File: src/rtl/mem_pkg.sv
// Shared types and widths for the main-RAM arbiter between icache and dcache.
package mem_pkg;

    localparam int ADDR_W = 26;
    localparam int LINE_W = 128;

    typedef enum logic [1:0] {
        IDLE,
        BUSY,
        RESP
    } mem_state_t;

    typedef enum logic {
        REQ_IC,
        REQ_DC
    } req_id_t;

    typedef logic [LINE_W-1:0] line_t;

endpackage

File: src/rtl/mem_arbiter_if.sv
// Bundle of cache-side handshakes and RAM-side bus seen by mem_arbiter.
interface mem_arbiter_if
    import mem_pkg::*;
();

    // icache line-read port
    logic              ic_req;
    logic [ADDR_W-1:0] ic_addr;
    logic              ic_ready;
    line_t             ic_rdata;

    // dcache read / writeback port
    logic              dc_req;
    logic              dc_we;
    logic [ADDR_W-1:0] dc_addr;
    line_t             dc_wdata;
    logic              dc_ready;
    line_t             dc_rdata;

    // single-port RAM side
    logic [ADDR_W-1:0] mem_read_addr;
    logic [ADDR_W-1:0] mem_write_addr;
    line_t             mem_wdata;
    logic              mem_we;
    line_t             mem_rdata;

    // arbiter side
    modport slave (
        input  ic_req, ic_addr, dc_req, dc_we, dc_addr, dc_wdata, mem_rdata,
        output ic_ready, ic_rdata, dc_ready, dc_rdata,
        output mem_read_addr, mem_write_addr, mem_wdata, mem_we
    );

    // caches + RAM side
    modport master (
        output ic_req, ic_addr, dc_req, dc_we, dc_addr, dc_wdata, mem_rdata,
        input  ic_ready, ic_rdata, dc_ready, dc_rdata,
        input  mem_read_addr, mem_write_addr, mem_wdata, mem_we
    );

endinterface

File: src/rtl/rr_arbiter2.sv
// Two-way round-robin grant: a lone requester always wins; on a tie the
// requester that did not win last time is chosen.
module rr_arbiter2
    import mem_pkg::*;
(
    input  logic [1:0] req,        // [0] = icache, [1] = dcache
    input  req_id_t    last_grant,
    output logic       gnt_valid,
    output req_id_t    gnt_id
);

    // Pick the winner for this cycle
    always_comb begin
        gnt_valid = req[0] | req[1];
        gnt_id    = REQ_IC;
        if (req[0] && req[1]) begin
            gnt_id = (last_grant == REQ_DC) ? REQ_IC : REQ_DC;
        end else if (req[1]) begin
            gnt_id = REQ_DC;
        end
    end

endmodule

File: src/rtl/mem_arbiter.sv
// Shares the single-port main RAM between icache line reads and dcache
// reads/writebacks. One access at a time: grant, MEM_LATENCY busy cycles,
// then a one-cycle ready pulse to the winner.
module mem_arbiter
    import mem_pkg::*;
#(
    parameter int MEM_LATENCY = 4
) (
    input  logic         clk,
    input  logic         reset,
    mem_arbiter_if.slave bus
);

    localparam int               CNT_W    = (MEM_LATENCY > 1) ? $clog2(MEM_LATENCY) : 1;
    localparam logic [CNT_W-1:0] CNT_LOAD = CNT_W'(MEM_LATENCY - 1);

    mem_state_t       state;
    mem_state_t       state_nxt;
    logic [CNT_W-1:0] count;
    req_id_t          last_grant;
    req_id_t          lat_id;
    logic             lat_we;
    logic             gnt_valid;
    req_id_t          gnt_id;
    logic             grant_now;
    logic             last_busy;

    // A grant is only taken in IDLE; the final busy cycle is when count hits zero.
    assign grant_now = (state == IDLE) && gnt_valid;
    assign last_busy = (state == BUSY) && (count == '0);

    rr_arbiter2 u_arb (
        .req        ({bus.dc_req, bus.ic_req}),
        .last_grant (last_grant),
        .gnt_valid  (gnt_valid),
        .gnt_id     (gnt_id)
    );

    // Next-state logic for IDLE -> BUSY -> RESP -> IDLE
    always_comb begin
        state_nxt = state;
        case (state)
            IDLE:    if (gnt_valid) state_nxt = BUSY;
            BUSY:    if (count == '0) state_nxt = RESP;
            RESP:    state_nxt = IDLE;
            default: state_nxt = IDLE;
        endcase
    end

    // State register
    always_ff @(posedge clk) begin
        if (reset) state <= IDLE;
        else       state <= state_nxt;
    end

    // Latency counter and latched grant information
    always_ff @(posedge clk) begin
        if (reset) begin
            count      <= '0;
            last_grant <= REQ_IC;   // so the dcache wins the first tie
            lat_id     <= REQ_IC;
            lat_we     <= 1'b0;
        end else if (grant_now) begin
            count      <= CNT_LOAD;
            last_grant <= gnt_id;
            lat_id     <= gnt_id;
            lat_we     <= (gnt_id == REQ_DC) && bus.dc_we;
        end else if ((state == BUSY) && (count != '0)) begin
            count <= count - 1'b1;
        end
    end

    // RAM-side address/data latches and returned-line registers
    always_ff @(posedge clk) begin
        if (reset) begin
            bus.mem_read_addr  <= '0;
            bus.mem_write_addr <= '0;
            bus.mem_wdata      <= '0;
            bus.ic_rdata       <= '0;
            bus.dc_rdata       <= '0;
        end else begin
            if (grant_now) begin
                // Requester inputs may change after this edge; only the latched copies are used.
                bus.mem_read_addr  <= (gnt_id == REQ_DC) ? bus.dc_addr : bus.ic_addr;
                bus.mem_write_addr <= (gnt_id == REQ_DC) ? bus.dc_addr : bus.ic_addr;
                bus.mem_wdata      <= (gnt_id == REQ_DC) ? bus.dc_wdata : '0;
            end
            if (last_busy && !lat_we) begin
                if (lat_id == REQ_IC) bus.ic_rdata <= bus.mem_rdata;
                else                  bus.dc_rdata <= bus.mem_rdata;
            end
        end
    end

    // Write strobe and ready pulses are killed immediately by reset so an
    // aborted access never reaches the RAM or the caches.
    assign bus.mem_we   = last_busy && lat_we && !reset;
    assign bus.ic_ready = (state == RESP) && (lat_id == REQ_IC) && !reset;
    assign bus.dc_ready = (state == RESP) && (lat_id == REQ_DC) && !reset;

endmodule

File: src/flat_wrapper.sv
// flat-port wrapper written by rule: the top's interface ports become plain ports
module mem_arbiter_flat import mem_pkg::*;
#(
    parameter int MEM_LATENCY = 4
)
  (clk, reset, bus_ic_req, bus_ic_addr, bus_dc_req, bus_dc_we, bus_dc_addr, bus_dc_wdata, bus_mem_rdata, bus_ic_ready, bus_ic_rdata, bus_dc_ready, bus_dc_rdata, bus_mem_read_addr, bus_mem_write_addr, bus_mem_wdata, bus_mem_we);
  mem_arbiter_if bus_i ();
  input  logic clk;
  input  logic reset;
  input wire logic [$bits(bus_i.ic_req)-1:0] bus_ic_req;
  input wire logic [$bits(bus_i.ic_addr)-1:0] bus_ic_addr;
  input wire logic [$bits(bus_i.dc_req)-1:0] bus_dc_req;
  input wire logic [$bits(bus_i.dc_we)-1:0] bus_dc_we;
  input wire logic [$bits(bus_i.dc_addr)-1:0] bus_dc_addr;
  input wire logic [$bits(bus_i.dc_wdata)-1:0] bus_dc_wdata;
  input wire logic [$bits(bus_i.mem_rdata)-1:0] bus_mem_rdata;
  output wire logic [$bits(bus_i.ic_ready)-1:0] bus_ic_ready;
  output wire logic [$bits(bus_i.ic_rdata)-1:0] bus_ic_rdata;
  output wire logic [$bits(bus_i.dc_ready)-1:0] bus_dc_ready;
  output wire logic [$bits(bus_i.dc_rdata)-1:0] bus_dc_rdata;
  output wire logic [$bits(bus_i.mem_read_addr)-1:0] bus_mem_read_addr;
  output wire logic [$bits(bus_i.mem_write_addr)-1:0] bus_mem_write_addr;
  output wire logic [$bits(bus_i.mem_wdata)-1:0] bus_mem_wdata;
  output wire logic [$bits(bus_i.mem_we)-1:0] bus_mem_we;
  assign bus_i.ic_req = bus_ic_req;
  assign bus_i.ic_addr = bus_ic_addr;
  assign bus_i.dc_req = bus_dc_req;
  assign bus_i.dc_we = bus_dc_we;
  assign bus_i.dc_addr = bus_dc_addr;
  assign bus_i.dc_wdata = bus_dc_wdata;
  assign bus_i.mem_rdata = bus_mem_rdata;
  assign bus_ic_ready = bus_i.ic_ready;
  assign bus_ic_rdata = bus_i.ic_rdata;
  assign bus_dc_ready = bus_i.dc_ready;
  assign bus_dc_rdata = bus_i.dc_rdata;
  assign bus_mem_read_addr = bus_i.mem_read_addr;
  assign bus_mem_write_addr = bus_i.mem_write_addr;
  assign bus_mem_wdata = bus_i.mem_wdata;
  assign bus_mem_we = bus_i.mem_we;
  mem_arbiter #(.MEM_LATENCY(MEM_LATENCY)) u_core (.clk(clk), .reset(reset), .bus(bus_i));
endmodule
File: config.mk
export PLATFORM = sky130hd
export DESIGN_NAME = mem_arbiter_flat
export DESIGN_NICKNAME = d
export VERILOG_FILES = /design/src/rtl/mem_pkg.sv /design/src/rtl/mem_arbiter_if.sv /design/src/rtl/rr_arbiter2.sv /design/src/rtl/mem_arbiter.sv /design/src/flat_wrapper.sv
export SDC_FILE = /design/constraint.sdc
export NUM_CORES = 1
export LEC_CHECK = 0
export ABC_AREA = 1
export ABC_CLOCK_PERIOD_IN_PS = 3500
export BUFFER_PORTS_ARGS = -buffer_cell sky130_fd_sc_hd__buf_2
export CAP_MARGIN = 15
export CORE_AREA = 2 2 293 295
export CTS_CLUSTER_SIZE = 12
export DETAILED_ROUTE_END_ITERATION = 8
export DIE_AREA = 0 0 295 297
export PLACE_DENSITY_LB_ADDON = 0.08
export SLEW_MARGIN = 20
export SYNTH_ARGS = -nofsm -noshare
export SYNTH_HDL_FRONTEND = slang
export SYNTH_SLANG_ARGS = --single-unit
File: constraint.sdc
create_clock -name clk -period 3.5 [get_ports clk]
set_input_delay 0.35 -clock clk [delete_from_list [all_inputs] [get_ports clk]]
set_output_delay 0.35 -clock clk [all_outputs]
set_load 0.01 [all_outputs]
Word-level counts from Yosys, hierarchy flattened

Cells that the tools add are included.

Register bits: 416
Output and inout port bits: 439

$add $sub $neg: 1
Equal/unequal tests: 4
Muxes and demuxes: 10
Bitwise operators: 2
Reductions and logical operators: 21

Operator list:

| operator                                                                | number |
|---|---|
| 128-bit 2-to-1 mux                                                      | 1 |
| 26-bit 2-to-1 mux                                                       | 1 |
| 1-bit logical AND                                                       | 12 |
| 2-bit 2-to-1 mux                                                        | 4 |
| 2-bit AND reduction                                                     | 3 |
| 2-bit zero test                                                         | 2 |
| 2-bit by 1-bit inequality test with 1-bit output, second input constant | 2 |
| 2-bit one-hot mux with 2 select lines                                   | 1 |
| 2-bit nonzero test                                                      | 2 |
| 1-bit 2-to-1 mux                                                        | 3 |
| 2-bit by 1-bit equality test with 1-bit output, second input constant   | 1 |
| 2-bit equality test, second input constant                              | 1 |
| 1-bit zero test                                                         | 2 |
| 2-bit by 1-bit subtractor with 2-bit output, second input constant      | 1 |
| 1-bit NOT                                                               | 1 |
| 1-bit bitwise OR                                                        | 1 |

Logic depth before layout (Yosys ltp)

Gate-level depths: netlist of run 1.

Word-level depth: 4
Mapped depth: 9
Gate-level depth less buffers: 8

Cells and area by module

Synthesis of run 1 repeated with hierarchy kept, for this count alone.

Cells, all modules: 2855
Area, all modules: 18403.9 µm²

Modules (own cells, without submodules):

| module      | times used | cells an instance | area an instance (µm²) | seq. area each (µm²) |
|---|---|---|---|---|
| mem_arbiter | 1          | 2852              | 18388.9                | 8328.0 |
| rr_arbiter2 | 1          | 3                 | 15.0                   | 0.0 |

Least setup slack after synthesis of run 1

No wires, ideal clock.

Path kind: reg-to-output
Start point: register, netlist name u_core.last_grant
End point: output bus_ic_ready
Arrival time: 1.269 ns
Path slack: 1.881 ns
Stages on the path, launching flop included: 5
Buffers on the path: 3
Path through: dfxtp_1 > buf_2 > clkbuf_1 > clkbuf_1 > nor4_1

RTL lines:

| what      | RTL line           | source |
|---|---|---|
| to (decl) | flat_wrapper.sv:17 | `output wire logic [$bits(bus_i.ic_ready)-1:0] bus_ic_ready;` |

==> impl_metrics.prom, run 1 <==
# TYPE chip_impl_metric gauge
chip_impl_info{name="status",value="finished clean"} 1
chip_impl_metric{name="synth_enable_flop_cells",unit=""} 0
chip_impl_metric{name="vias_per_cell",unit=""} 3.82
chip_impl_metric{name="grt_start_max_net_pins",unit=""} 137
chip_impl_info{name="critical_path_destination",value="bus_ic_ready"} 1
chip_impl_info{name="critPathTopFamily",value="buffers and inverters"} 1
chip_impl_metric{name="critPathMaxFanout",unit=""} 70
chip_impl_metric{name="hpwl",unit="µm"} 51100
chip_impl_metric{name="avgRoutedWirePerCell",unit="µm"} 15.3
chip_impl_metric{name="num_rows",unit=""} 107
chip_impl_metric{name="fillCellCount",unit=""} 9488
chip_impl_metric{name="detail-route-antenna-nets",unit=""} 0
chip_impl_metric{name="portion_of_the_clock_cycle_consumed_by_the_worst_path_in_the_final_layout",unit="%"} 69.1
chip_impl_metric{name="grt_antenna_before_repair",unit=""} 11
chip_impl_metric{name="synth.yosys.seq_area_share",unit="%"} 45.4
chip_impl_metric{name="pwr-share-seq",unit="%"} 39.9
chip_impl_metric{name="power.ir.vdd_worst",unit="mV"} 0.345
chip_impl_metric{name="post-cts-setup-buffers",unit=""} 0
chip_impl_metric{name="fin_tns_setup",unit="ns"} 0
chip_impl_metric{name="synthCells",unit=""} 2836
chip_impl_metric{name="r2r_slack",unit="ns"} 1.16
chip_impl_metric{name="async_reset_ff_share",unit="%"} 0
chip_impl_info{name="tritoncts",value="done"} 1
chip_impl_metric{name="worst_pin_slew",unit="ns"} 1.01
chip_impl_metric{name="timing.slew.headroom",unit="%"} 32.4
chip_impl_info{name="unrepaired_setup_endpoints_after_global_routing",value="false"} 1
chip_impl_metric{name="portBuffers",unit=""} 751
chip_impl_info{name="critical_path.endpoint_type",value="output pin"} 1
chip_impl_metric{name="design.die.area",unit="µm²"} 87600
chip_impl_metric{name="first_global_vias",unit=""} 17800
chip_impl_metric{name="dr.pass1.iters",unit=""} 5
chip_impl_info{name="synth_flop_cell",value="sky130_fd_sc_hd__dfxtp_1"} 1
chip_impl_info{name="setup.worst_path.start_class",value="flop"} 1
chip_impl_metric{name="syn_nets",unit=""} 3150
chip_impl_metric{name="core_area",unit="µm²"} 84500
chip_impl_metric{name="maxCapViolations",unit=""} 0
chip_impl_metric{name="globalRoute.totalOverflow",unit=""} 0
chip_impl_metric{name="synth.top_cell.area_share",unit="%"} 45.4
chip_impl_metric{name="period_minus_slack",unit="ns"} 2.42
chip_impl_metric{name="vias",unit=""} 18400
chip_impl_info{name="critical_path_class",value="flop to output pin"} 1
chip_impl_metric{name="fmax",unit="GHz"} 0.413
chip_impl_info{name="critical_path.startpoint",value="u_core.last_grant"} 1
chip_impl_metric{name="initial_utilization",unit="%"} 21.7
chip_impl_metric{name="final-seq-area",unit="µm²"} 8330
chip_impl_info{name="holdCritPathClass",value="input pin to flop"} 1
chip_impl_metric{name="grt_pass1_wl",unit="µm"} 110000
chip_impl_metric{name="pwr-share-clk",unit="%"} 42.0
chip_impl_info{name="critical-path-slowest-cell",value="sky130_fd_sc_hd__buf_4"} 1
chip_impl_metric{name="synth.lib_cells_used.distinct",unit=""} 20
chip_impl_metric{name="worst_setup_hold_path_clk_slew",unit="ns"} 0.06
chip_impl_metric{name="worst_clock_skew",unit="ns"} 0.0176
chip_impl_metric{name="worstSkewPairLatency",unit="ns"} 0.59
chip_impl_info{name="clock_tree.root_cell",value="sky130_fd_sc_hd__clkbuf_16"} 1
chip_impl_metric{name="combinational_power_share",unit="%"} 18.1
chip_impl_metric{name="cts_buffers",unit=""} 54
chip_impl_metric{name="utilization",unit="%"} 30.9
chip_impl_metric{name="syn_avg_cell_area",unit="µm²"} 6.47
chip_impl_info{name="r2r_end",value="u_core.bus.dc_rdata[65]"} 1
chip_impl_info{name="crit_chain",value="buf_4, nor4_1, buf_2"} 1
chip_impl_metric{name="dieWidth",unit="µm"} 295
chip_impl_metric{name="cts.htree.levels",unit=""} 2
chip_impl_metric{name="maxSlewViolCount",unit=""} 0
chip_impl_metric{name="final_nets",unit=""} 3941
chip_impl_metric{name="top_level_ports",unit=""} 752
chip_impl_metric{name="synth-seq-cells",unit=""} 416
chip_impl_info{name="synth.most_common_cell",value="sky130_fd_sc_hd__nand2_1"} 1
chip_impl_metric{name="cts.sinks",unit=""} 416
chip_impl_metric{name="place.gp.congestion",unit=""} 0.762
chip_impl_metric{name="worst_path_required",unit="ns"} 3.15
chip_impl_metric{name="postRouteWirelength",unit="µm"} 73400
chip_impl_info{name="post_synth_most_frequent_cells",value="833 x sky130_fd_sc_hd__nand2_1, 650 x sky130_fd_sc_hd__inv_1, 416 x sky130_fd_sc_hd__dfxtp_1"} 1
chip_impl_metric{name="fraction_of_final_layout_cells_sized_beyond_drive_strength_1",unit="%"} 23.6
chip_impl_metric{name="netlist_area",unit="µm²"} 18300
chip_impl_metric{name="floorplan.die.height",unit="µm"} 297
chip_impl_metric{name="timing.final.hold_violations",unit=""} 0
chip_impl_metric{name="multiInputGateArea",unit="µm²"} 6510
chip_impl_metric{name="setup_violations",unit=""} 0
chip_impl_metric{name="worstSetupPathDepth",unit=""} 3
chip_impl_metric{name="drtIter0Drc",unit=""} 668
chip_impl_metric{name="synth.yosys.warnings",unit=""} 0
chip_impl_metric{name="cpPeakStageDelay",unit="ns"} 0.72
chip_impl_metric{name="remaining_drc_errors",unit=""} 0
chip_impl_metric{name="ctsLongestPathBuffers",unit=""} 3
chip_impl_metric{name="crit_buf_inv",unit=""} 2
chip_impl_info{name="yosysTopAreaCell",value="sky130_fd_sc_hd__dfxtp_1"} 1
chip_impl_metric{name="netsw",unit="mW"} 3.87
chip_impl_info{name="critical_path.reg2reg.startpoint",value="u_core.last_grant"} 1
chip_impl_metric{name="timing.reg2reg.worst_path_depth",unit=""} 6
chip_impl_metric{name="syn2layout_area_growth",unit="%"} 42.2
chip_impl_metric{name="p_sw_share",unit="%"} 29.4
chip_impl_metric{name="power_report.internal_total",unit="mW"} 9.27
chip_impl_metric{name="power.static_leakage",unit="nW"} 13.9
chip_impl_metric{name="worstPathArrival",unit="ns"} 2.07
chip_impl_metric{name="grtUsageTotal",unit="%"} 16.1
chip_impl_info{name="synth_area_leaders",value="sky130_fd_sc_hd__dfxtp_1 45%, sky130_fd_sc_hd__nand2_1 17%, sky130_fd_sc_hd__inv_1 13%"} 1
chip_impl_metric{name="power_per_cell_area",unit="nW/µm²"} 504
-- registers in the layout, summed over array words and instances (netlist names) --
register,cells
u_core.bus.dc_rdata,128
u_core.bus.ic_rdata,128
u_core.bus.mem_wdata,128
u_core.bus.mem_write_addr,26
u_core.count,2
u_core.state,2
u_core.last_grant,1
u_core.lat_we,1
-- what timing repair did --
action | 4_1_cts | 5_1_grt
hold buffers | 152 | 0
gates resized for setup | 0 | 0
endpoints found under the hold margin | 151 | 0
-- cells in the final DEF (no fill, tap or decap), types with 2 or more instances in the layout --
cell	n
sky130_fd_sc_hd__a21oi_1	158
sky130_fd_sc_hd__buf_12	12
sky130_fd_sc_hd__buf_2	750
sky130_fd_sc_hd__buf_4	15
sky130_fd_sc_hd__bufinv_16	3
sky130_fd_sc_hd__clkbuf_1	13
sky130_fd_sc_hd__clkbuf_16	55
sky130_fd_sc_hd__clkbuf_8	11
sky130_fd_sc_hd__clkinv_2	7
sky130_fd_sc_hd__dfxtp_1	415
sky130_fd_sc_hd__diode_2	4
sky130_fd_sc_hd__dlygate4sd3_1	152
sky130_fd_sc_hd__inv_1	648
sky130_fd_sc_hd__inv_6	2
sky130_fd_sc_hd__nand2_1	833
sky130_fd_sc_hd__nand3_1	258
sky130_fd_sc_hd__nand4_1	2
sky130_fd_sc_hd__nor2_1	288
sky130_fd_sc_hd__nor2_4	2
sky130_fd_sc_hd__nor4_1	2
sky130_fd_sc_hd__o21ai_0	26
-- metrics by stage --
step           hold slack [ns]  total power [mW]  setup WS [ns]  cells  instance area (µm²)
3_5_place_dp             0.452              7.64           1.13   4563                22800
3_3_place_gp             0.453              7.66           1.16   4563                22800
2_1_floorplan            0.457              6.71           1.88   2836                18300
6_report                0.0450              13.1           1.08   4810                26100
4_1_cts                0.00383              13.4          0.962   4806                26100
5_1_grt                 0.0277              13.9          0.919   4807                26100
-- routing by layer --
layer,track usage (%),wire (µm),up-vias
li1,-,-,9794
met3,5.43,6150,113
met2,27.4,34600,483
met1,19.1,30500,7965
met4,4.66,1960,16
met5,0,110,-
-- layout make-up --
type	count	area share, %
timing repair buffer	929	21.6
antenna	4	0.0384
clock inverter	12	0.537
multi-input combinational	1574	25.0
clock buffer	79	6.04
sequential	416	31.9
inverter	652	9.43
tap	1144	5.49
-- kinds of logic (layout without fill, tap and decap cells) --
logic type / count (synthesis) / in the layout / share of synthesized area, %
flops: 416 / 416 / 45.4
buf+inv: 846 / 1672 / 19.2
simple gates: 1389 / 1389 / 30.3
fa+ha+maj: 1 / 1 / 0.0682
other cells: 0 / 4 / 0
compound gates: 184 / 184 / 5.02
-- how the worst min path moves through the flow --
stage                              start                        end  slack, ns  depth (start not counted)
2_1_floorplan              u_core.lat_we              u_core.lat_we       0.46                          2
3_3_place_gp    u_core.bus.mem_wdata[99]   u_core.bus.mem_wdata[99]       0.45                          2
3_5_place_dp   u_core.bus.mem_wdata[103]  u_core.bus.mem_wdata[103]       0.45                          2
4_1_cts                bus_dc_wdata[116]  u_core.bus.mem_wdata[116]      0.004                          3
5_1_grt                bus_dc_wdata[116]  u_core.bus.mem_wdata[116]       0.03                          3
6_report               bus_dc_wdata[124]  u_core.bus.mem_wdata[124]       0.04                          3
-- power by group through the flow --
stage / Combinational, mW / Clock (mW) / Sequential (mW)
2_1_floorplan: 1.24 / 0 / 5.48
3_3_place_gp: 2.32 / 0 / 5.35
3_5_place_dp: 2.29 / 0 / 5.35
4_1_cts: 2.44 / 5.76 / 5.25
5_1_grt: 2.70 / 5.92 / 5.28
6_report: 2.38 / 5.51 / 5.24
-- worst register-to-register path, delay by kind of cell (launching register included) --
kind	cells	cell delay, ns
buf+inv	3	1.18
simple gates	3	0.70
flops	1	0.38
(Power assumes the default switching activity.)
==> run 2, diff against run 1 <==
--- a/config.mk
+++ b/config.mk
@@ -6,13 +6,13 @@
 export NUM_CORES = 1
 export LEC_CHECK = 0
 export ABC_AREA = 1
-export ABC_CLOCK_PERIOD_IN_PS = 3500
+export ABC_CLOCK_PERIOD_IN_PS = 2180
 export BUFFER_PORTS_ARGS = -buffer_cell sky130_fd_sc_hd__buf_2
 export CAP_MARGIN = 15
-export CORE_AREA = 2 2 293 295
+export CORE_AREA = 2 2 295 297
 export CTS_CLUSTER_SIZE = 12
 export DETAILED_ROUTE_END_ITERATION = 8
-export DIE_AREA = 0 0 295 297
+export DIE_AREA = 0 0 297 299
 export PLACE_DENSITY_LB_ADDON = 0.08
 export SLEW_MARGIN = 20
 export SYNTH_ARGS = -nofsm -noshare
==> constraint.sdc (replaced) <==
create_clock -name clk -period 2.18 [get_ports clk]
set_input_delay 0.218 -clock clk [delete_from_list [all_inputs] [get_ports clk]]
set_output_delay 0.218 -clock clk [all_outputs]
set_load 0.01 [all_outputs]
==> run 2 against run 1 <==
Compared with the run above: non-clock buffer count increased by 169; worst hold slack improved by 0.038 ns; clock skew increased by 0.0021 ns; sequential share of layout area decreased by 2.0 points; sequential cell count unchanged; combinational power increased by 77%; highest routed layer is now met4.
==> impl_metrics.prom, run 2 (synthesized netlist as in run 1, its figures left out) <==
# TYPE chip_impl_metric gauge
chip_impl_info{name="final_cell_mix",value="833 x sky130_fd_sc_hd__nand2_1, 749 x sky130_fd_sc_hd__buf_2, 648 x sky130_fd_sc_hd__inv_1, 415 x sky130_fd_sc_hd__dfxtp_1, 310 x sky130_fd_sc_hd__dlygate4sd3_1"} 1
chip_impl_metric{name="dr.pass1.iters",unit=""} 4
chip_impl_metric{name="netsw",unit="mW"} 6.31
chip_impl_metric{name="fmax",unit="GHz"} 0.511
chip_impl_metric{name="fillCellCount",unit=""} 9694
chip_impl_metric{name="design.die.area",unit="µm²"} 88800
chip_impl_metric{name="maxCapViolations",unit=""} 0
chip_impl_metric{name="power.ir.vdd_worst",unit="mV"} 0.568
chip_impl_metric{name="worstPathArrival",unit="ns"} 1.74
chip_impl_info{name="mostFrequentLayoutCell",value="sky130_fd_sc_hd__nand2_1"} 1
chip_impl_metric{name="portion_of_the_clock_cycle_consumed_by_the_worst_path_in_the_final_layout",unit="%"} 89.8
chip_impl_metric{name="setup_slack",unit="ns"} 0.223
chip_impl_metric{name="power_report.internal_total",unit="mW"} 14.9
chip_impl_metric{name="pwr-share-clk",unit="%"} 40.4
chip_impl_metric{name="globalRoute.totalOverflow",unit=""} 0
chip_impl_metric{name="place.gp.congestion",unit=""} 0.775
chip_impl_metric{name="worst_clock_skew",unit="ns"} 0.0196
chip_impl_info{name="critical_path_class",value="flop to output pin"} 1
chip_impl_info{name="holdCritPathClass",value="input pin to flop"} 1
chip_impl_metric{name="portBuffers",unit=""} 751
chip_impl_metric{name="p_sw_share",unit="%"} 29.8
chip_impl_metric{name="num_rows",unit=""} 108
chip_impl_metric{name="period_minus_slack",unit="ns"} 1.96
chip_impl_metric{name="drtIter0Drc",unit=""} 692
chip_impl_metric{name="detail-route-antenna-nets",unit=""} 0
chip_impl_info{name="critical_path.endpoint_type",value="output pin"} 1
chip_impl_metric{name="cts.htree.levels",unit=""} 2
chip_impl_metric{name="timing.slew.headroom",unit="%"} 52.8
chip_impl_metric{name="grt_antenna_before_repair",unit=""} 2
chip_impl_metric{name="final_design_area_no_fill",unit="µm²"} 27800
chip_impl_metric{name="vias_per_cell",unit=""} 3.81
chip_impl_metric{name="timing.final.hold_violations",unit=""} 0
chip_impl_metric{name="fraction_of_final_layout_cells_sized_beyond_drive_strength_1",unit="%"} 22.8
chip_impl_metric{name="setup_violations",unit=""} 0
chip_impl_metric{name="grtUsageTotal",unit="%"} 16.4
chip_impl_metric{name="ctsLongestPathBuffers",unit=""} 3
chip_impl_metric{name="core_area",unit="µm²"} 85900
chip_impl_metric{name="initial_utilization",unit="%"} 21.3
chip_impl_metric{name="floorplan.die.height",unit="µm"} 299
chip_impl_metric{name="power.static_leakage",unit="nW"} 14.7
chip_impl_metric{name="detailed_place.area",unit="µm²"} 23000
chip_impl_metric{name="remaining_drc_errors",unit=""} 0
chip_impl_metric{name="avgRoutedWirePerCell",unit="µm"} 15.1
chip_impl_metric{name="post-cts-setup-buffers",unit=""} 0
chip_impl_metric{name="critPathMaxFanout",unit=""} 5
chip_impl_metric{name="first_global_vias",unit=""} 18800
chip_impl_metric{name="postRouteWirelength",unit="µm"} 75500
chip_impl_info{name="layout_top_registers",value="u_core.bus.dc_rdata: 128 flops, u_core.bus.ic_rdata: 128 flops, u_core.bus.mem_wdata: 128 flops"} 1
chip_impl_info{name="unrepaired_setup_endpoints_after_global_routing",value="false"} 1
chip_impl_metric{name="cts.sinks",unit=""} 416
chip_impl_metric{name="utilization",unit="%"} 32.4
chip_impl_metric{name="top_level_ports",unit=""} 752
chip_impl_metric{name="grt_pass1_wl",unit="µm"} 115000
chip_impl_info{name="clock_tree.root_cell",value="sky130_fd_sc_hd__clkbuf_16"} 1
chip_impl_info{name="status",value="finished clean"} 1
chip_impl_metric{name="final_nets",unit=""} 4110
chip_impl_metric{name="combinational_power_share",unit="%"} 19.9
chip_impl_metric{name="pwr-share-seq",unit="%"} 39.8
chip_impl_metric{name="worst_pin_slew",unit="ns"} 0.708
chip_impl_metric{name="worst_path_required",unit="ns"} 1.96
chip_impl_metric{name="cts_buffers",unit=""} 54
chip_impl_info{name="setup.worst_path.start_class",value="flop"} 1
chip_impl_metric{name="grt_start_max_net_pins",unit=""} 134
chip_impl_metric{name="hold_slack",unit="ns"} 0.0829
chip_impl_metric{name="power_per_cell_area",unit="nW/µm²"} 761
chip_impl_metric{name="vias",unit=""} 19000
chip_impl_metric{name="placement.setup.worst_slack",unit="ns"} 0.320
chip_impl_metric{name="worstSkewPairLatency",unit="ns"} 0.59
chip_impl_metric{name="worst_setup_hold_path_clk_slew",unit="ns"} 0.06
chip_impl_metric{name="hpwl",unit="µm"} 51900
chip_impl_info{name="tritoncts",value="done"} 1
chip_impl_metric{name="dieWidth",unit="µm"} 297
chip_impl_metric{name="maxSlewViolCount",unit=""} 0
chip_impl_metric{name="fin_tns_setup",unit="ns"} 0
chip_impl_metric{name="syn2layout_area_growth",unit="%"} 51.6
## run 2: cell count changes in the layout (fill, tap and decap cells not counted)
cell                            delta
sky130_fd_sc_hd__diode_2           -2
sky130_fd_sc_hd__dlygate4sd3_1   +158
sky130_fd_sc_hd__buf_12            +8
sky130_fd_sc_hd__buf_2             -1
sky130_fd_sc_hd__clkinv_2          -2
sky130_fd_sc_hd__clkinvlp_4        +2
sky130_fd_sc_hd__nor4_2            +1
sky130_fd_sc_hd__bufinv_16         -3
sky130_fd_sc_hd__nor4_1            -1
sky130_fd_sc_hd__clkbuf_8          +1
sky130_fd_sc_hd__inv_6             +1
sky130_fd_sc_hd__buf_4             +4
## run 2: power groups by stage
stage	Clock [mW]	Sequential, mW	Combinational [mW]
after detailed placement	0	8.59	3.78
final	8.54	8.42	4.21
after global placement	0	8.58	3.81
after CTS	8.93	8.43	4.30
after global routing	9.23	8.49	4.73
after floorplan	0	8.79	1.99
## run 2: path summary, 6_finish.rpt
check / start / end / slack [ns] / cells past startpoint
max: u_core.count[0] / bus_mem_we / 0.22 / 5
min: bus_dc_req / u_core.bus.mem_wdata[119] / 0.08 / 5
max reg2reg: u_core.state[0] / u_core.bus.mem_write_addr[23] / 0.24 / 8
min reg2reg: u_core.bus.mem_wdata[26] / u_core.bus.mem_wdata[26] / 0.46 / 2
## run 2: area by class of cell
cell class	count	area (µm²)	area share [%]
well taps	1155	1450	5.20
clock inverters	10	63.8	0.229
clock buffers	80	1590	5.72
repair buffers	1098	7390	26.6
multi-input cells	1574	6520	23.4
flip-flops and latches	416	8330	30.0
inverters	652	2460	8.85
diodes	2	5.00	0.0180
## run 2: per-stage QoR
stage                     cells  total power [mW]
after floorplan            2836              10.8
after global placement     4585              12.4
after detailed placement   4585              12.4
after CTS                  4985              21.7
after global routing       4986              22.4
final                      4987              21.2
## run 2: routing by layer
layer / GRT usage [%] / up-vias / wire length (µm) / part of all wire, %
met1: 19.7 / 8312 / 32400 / 43
met5: 0 / - / 0 / 0
met3: 4.75 / 93 / 4870 / 6.4
li1: - / 10100 / - / -
met2: 28.4 / 495 / 36100 / 48
met4: 4.91 / 0 / 2170 / 2.9
## run 2: critical path, cell delays in order (launching register included)
cell and delay (ns):
sky130_fd_sc_hd__dfxtp_1 0.31, sky130_fd_sc_hd__inv_1 0.07, sky130_fd_sc_hd__ha_1 0.22, sky130_fd_sc_hd__nand3_1 0.18, sky130_fd_sc_hd__nor3_1 0.19, sky130_fd_sc_hd__buf_4 0.19
## run 2: repair_timing
item,CTS,global route
hold endpoints to repair,413,0
setup endpoints to repair,1,1
gates resized for setup,1,1
hold buffers,310,0
==> run 3, diff against run 2 <==
--- a/config.mk
+++ b/config.mk
@@ -6,7 +6,7 @@
 export NUM_CORES = 1
 export LEC_CHECK = 0
 export ABC_AREA = 1
-export ABC_CLOCK_PERIOD_IN_PS = 2180
+export ABC_CLOCK_PERIOD_IN_PS = 1600
 export BUFFER_PORTS_ARGS = -buffer_cell sky130_fd_sc_hd__buf_2
 export CAP_MARGIN = 15
 export CORE_AREA = 2 2 295 297
==> constraint.sdc (replaced) <==
create_clock -name clk -period 1.6 [get_ports clk]
set_input_delay 0.16 -clock clk [delete_from_list [all_inputs] [get_ports clk]]
set_output_delay 0.16 -clock clk [all_outputs]
set_load 0.01 [all_outputs]
==> run 3 against run 2 <==
Compared with the run above: the run now ends with negative setup slack left; clock skew is 0.0015 ns lower; die area stayed put; clock power is 39% higher; worst hold slack worse by 0.029 ns; register-to-register slack worse by 0.34 ns; critical endpoint unchanged; largest cell class is now buffers.
==> impl_metrics.prom, run 3 (synthesized netlist as in run 1, its figures left out) <==
# TYPE chip_impl_metric gauge
chip_impl_info{name="setup.worst_path.start_class",value="flop"} 1
chip_impl_metric{name="vias",unit=""} 20000
chip_impl_metric{name="worst_path_required",unit="ns"} 1.44
chip_impl_metric{name="place.gp.congestion",unit=""} 0.774
chip_impl_metric{name="grtUsageTotal",unit="%"} 16.8
chip_impl_metric{name="power.ir.vdd_worst",unit="mV"} 0.735
chip_impl_metric{name="cts.htree.levels",unit=""} 2
chip_impl_metric{name="grt_start_max_net_pins",unit=""} 129
chip_impl_metric{name="critPathMaxFanout",unit=""} 2
chip_impl_metric{name="worst_setup_hold_path_clk_slew",unit="ns"} 0.06
chip_impl_info{name="critical-path-slowest-cell",value="sky130_fd_sc_hd__dfxtp_2"} 1
chip_impl_metric{name="final_design_area_no_fill",unit="µm²"} 30800
chip_impl_metric{name="power_per_cell_area",unit="nW/µm²"} 990
chip_impl_metric{name="worst_clock_skew",unit="ns"} 0.0181
chip_impl_info{name="tritoncts",value="done"} 1
chip_impl_metric{name="grt_antenna_before_repair",unit=""} 4
chip_impl_metric{name="timing.final.hold_violations",unit=""} 0
chip_impl_metric{name="power.static_leakage",unit="nW"} 15.8
chip_impl_metric{name="fmax",unit="GHz"} 0.565
chip_impl_metric{name="detail-route-antenna-nets",unit=""} 0
chip_impl_metric{name="maxSlewViolCount",unit=""} 0
chip_impl_info{name="violations",value="negative setup slack"} 1
chip_impl_metric{name="first_global_vias",unit=""} 19200
chip_impl_metric{name="portBuffers",unit=""} 751
chip_impl_info{name="layout_top_registers",value="u_core.bus.dc_rdata: 128 flops, u_core.bus.ic_rdata: 128 flops, u_core.bus.mem_wdata: 128 flops"} 1
chip_impl_info{name="critical_path.reg2reg.startpoint",value="u_core.count[0]"} 1
chip_impl_metric{name="hpwl",unit="µm"} 54600
chip_impl_metric{name="maxCapViolations",unit=""} 0
chip_impl_metric{name="worstSetupPathDepth",unit=""} 6
chip_impl_info{name="unrepaired_setup_endpoints_after_global_routing",value="true"} 1
chip_impl_metric{name="portion_of_the_clock_cycle_consumed_by_the_worst_path_in_the_final_layout",unit="%"} 111
chip_impl_info{name="mostFrequentLayoutCell",value="sky130_fd_sc_hd__buf_2"} 1
chip_impl_info{name="critical_path.endpoint_type",value="output pin"} 1
chip_impl_info{name="worst_min_delay_path_startpoint",value="reset"} 1
chip_impl_info{name="clock_tree.root_cell",value="sky130_fd_sc_hd__clkbuf_16"} 1
chip_impl_metric{name="detailed_place.area",unit="µm²"} 23700
chip_impl_info{name="holdCritPathClass",value="input pin to flop"} 1
chip_impl_metric{name="drtIter0Drc",unit=""} 751
chip_impl_metric{name="dr.pass1.iters",unit=""} 4
chip_impl_metric{name="ctsLongestPathBuffers",unit=""} 3
chip_impl_metric{name="globalRoute.totalOverflow",unit=""} 0
chip_impl_metric{name="crit_buf_inv",unit=""} 3
chip_impl_metric{name="syn2layout_area_growth",unit="%"} 67.7
chip_impl_metric{name="top_level_ports",unit=""} 752
chip_impl_metric{name="timing.slew.headroom",unit="%"} 55.3
chip_impl_metric{name="dieWidth",unit="µm"} 297
chip_impl_metric{name="num_rows",unit=""} 108
chip_impl_metric{name="multiInputGateArea",unit="µm²"} 7450
chip_impl_metric{name="worstPathArrival",unit="ns"} 1.61
chip_impl_metric{name="worstSkewPairLatency",unit="ns"} 0.60
chip_impl_metric{name="cts.sinks",unit=""} 416
chip_impl_info{name="critPathTopFamily",value="buffers and inverters"} 1
chip_impl_metric{name="design.die.area",unit="µm²"} 88800
chip_impl_info{name="critical-path-top-cell-by-count",value="sky130_fd_sc_hd__buf_6"} 1
chip_impl_metric{name="setup_violations",unit=""} 219
chip_impl_metric{name="worst_pin_slew",unit="ns"} 0.670
chip_impl_metric{name="fraction_of_final_layout_cells_sized_beyond_drive_strength_1",unit="%"} 31.5
chip_impl_metric{name="setup_slack",unit="ns"} -0.168
chip_impl_metric{name="grt_pass1_wl",unit="µm"} 117000
chip_impl_metric{name="period_minus_slack",unit="ns"} 1.77
chip_impl_metric{name="hold_slack",unit="ns"} 0.0543
chip_impl_info{name="critical_path_class",value="flop to output pin"} 1
chip_impl_metric{name="final-seq-area",unit="µm²"} 8340
chip_impl_metric{name="final_nets",unit=""} 4213
chip_impl_info{name="status",value="complete, but fails checks"} 1
chip_impl_metric{name="fin_cells",unit=""} 5091
chip_impl_metric{name="cpPeakStageDelay",unit="ns"} 0.32
chip_impl_info{name="critical_path.startpoint",value="u_core.count[0]"} 1
chip_impl_metric{name="dp_cells",unit=""} 4635
chip_impl_info{name="crit_chain",value="inv_2, ha_4, nand3_4, buf_6, nor3_4, buf_6"} 1
chip_impl_metric{name="core_area",unit="µm²"} 85900
chip_impl_metric{name="fillCellCount",unit=""} 9486
chip_impl_metric{name="floorplan.die.height",unit="µm"} 299
chip_impl_metric{name="remaining_drc_errors",unit=""} 0
chip_impl_metric{name="hold-path-cell-count",unit=""} 4
chip_impl_metric{name="vias_per_cell",unit=""} 3.92
chip_impl_metric{name="timing.reg2reg.worst_path_depth",unit=""} 11
chip_impl_metric{name="avgRoutedWirePerCell",unit="µm"} 16.3
chip_impl_metric{name="cts_buffers",unit=""} 54
chip_impl_metric{name="initial_utilization",unit="%"} 21.3
chip_impl_info{name="final_cell_mix",value="747 x sky130_fd_sc_hd__buf_2, 676 x sky130_fd_sc_hd__nand2_1, 566 x sky130_fd_sc_hd__inv_1, 412 x sky130_fd_sc_hd__dfxtp_1, 310 x sky130_fd_sc_hd__dlygate4sd3_1"} 1
chip_impl_metric{name="postRouteWirelength",unit="µm"} 83000
-- run 3: changes by cell type in the layout (fill, tap and decap cells not counted), sizes merged --
cell      previous run  this run
buf                788       860
bufbuf               0         2
bufinv               0         1
clkbuf              80       110
clkinv               6         9
clkinvlp             2         0
diode                2         1
inv                654       653
-- run 3: per-stage QoR --
stage	util, %	power (mW)	TNS, ns	worst slack (ns)
6_report	35.8	30.4	-10.45	-0.168
5_1_grt	35.8	32.2	-44.23	-0.257
4_1_cts	33.4	30.1	-0.618	-0.234
3_5_place_dp	27.6	17.2	-1.85	-0.0430
3_3_place_gp	27.6	17.2	-7.37	-0.0811
2_1_floorplan	-	14.7	0	0.131
-- run 3: final cells by class --
cell class	count	area share (%)
Multi-Input combinational cell	1574	24.2
Inverter	652	8.00
Timing Repair Buffer	1201	30.5
Clock inverter	11	0.285
Tap cell	1155	4.70
Antenna cell	1	0.00814
Sequential cell	416	27.1
Clock buffer	81	5.22
-- run 3: tightest hold or removal path: stages --
cell	delay (ns)
sky130_fd_sc_hd__buf_4	0.20
sky130_fd_sc_hd__inv_8	0.09
sky130_fd_sc_hd__nand2_1	0.08
sky130_fd_sc_hd__nor2_1	0.04
-- run 3: path summary, 6_finish.rpt --
| path | endpoint | slack (ns) |
|---|---|---|
| worst max register to register | u_core.bus.ic_rdata[5] | -0.10 |
| worst max-delay path | bus_mem_we | -0.17 |
| worst min register to register | u_core.bus.mem_wdata[97] | 0.46 |
| worst min-delay path | u_core.bus.dc_rdata[4] | 0.05 |
-- run 3: where the power goes --
group | internal, mW | switching, mW
Clock | 7.00 | 4.91
Combinational | 3.16 | 3.87
Sequential | 11.1 | 0.404
-- run 3: metal layers --
metal | GRT usage, % | wire length, µm | vias up
li1 | - | - | 10400
met1 | 20.8 | 36600 | 8972
met2 | 28.6 | 39100 | 538
met3 | 4.64 | 5290 | 93
met4 | 4.44 | 1940 | 4
met5 | 0 | 27 | -
-- run 3: timing repair --
item | 4_1_cts | 5_1_grt
endpoints found under the hold margin | 414 | 0
buffers inserted | 5 | 12
cloned | 2 | 35
pin swaps | 3 | 137
gates resized for setup | 28 | 386
hold buffers | 310 | 0
setup endpoints to repair | 139 | 302
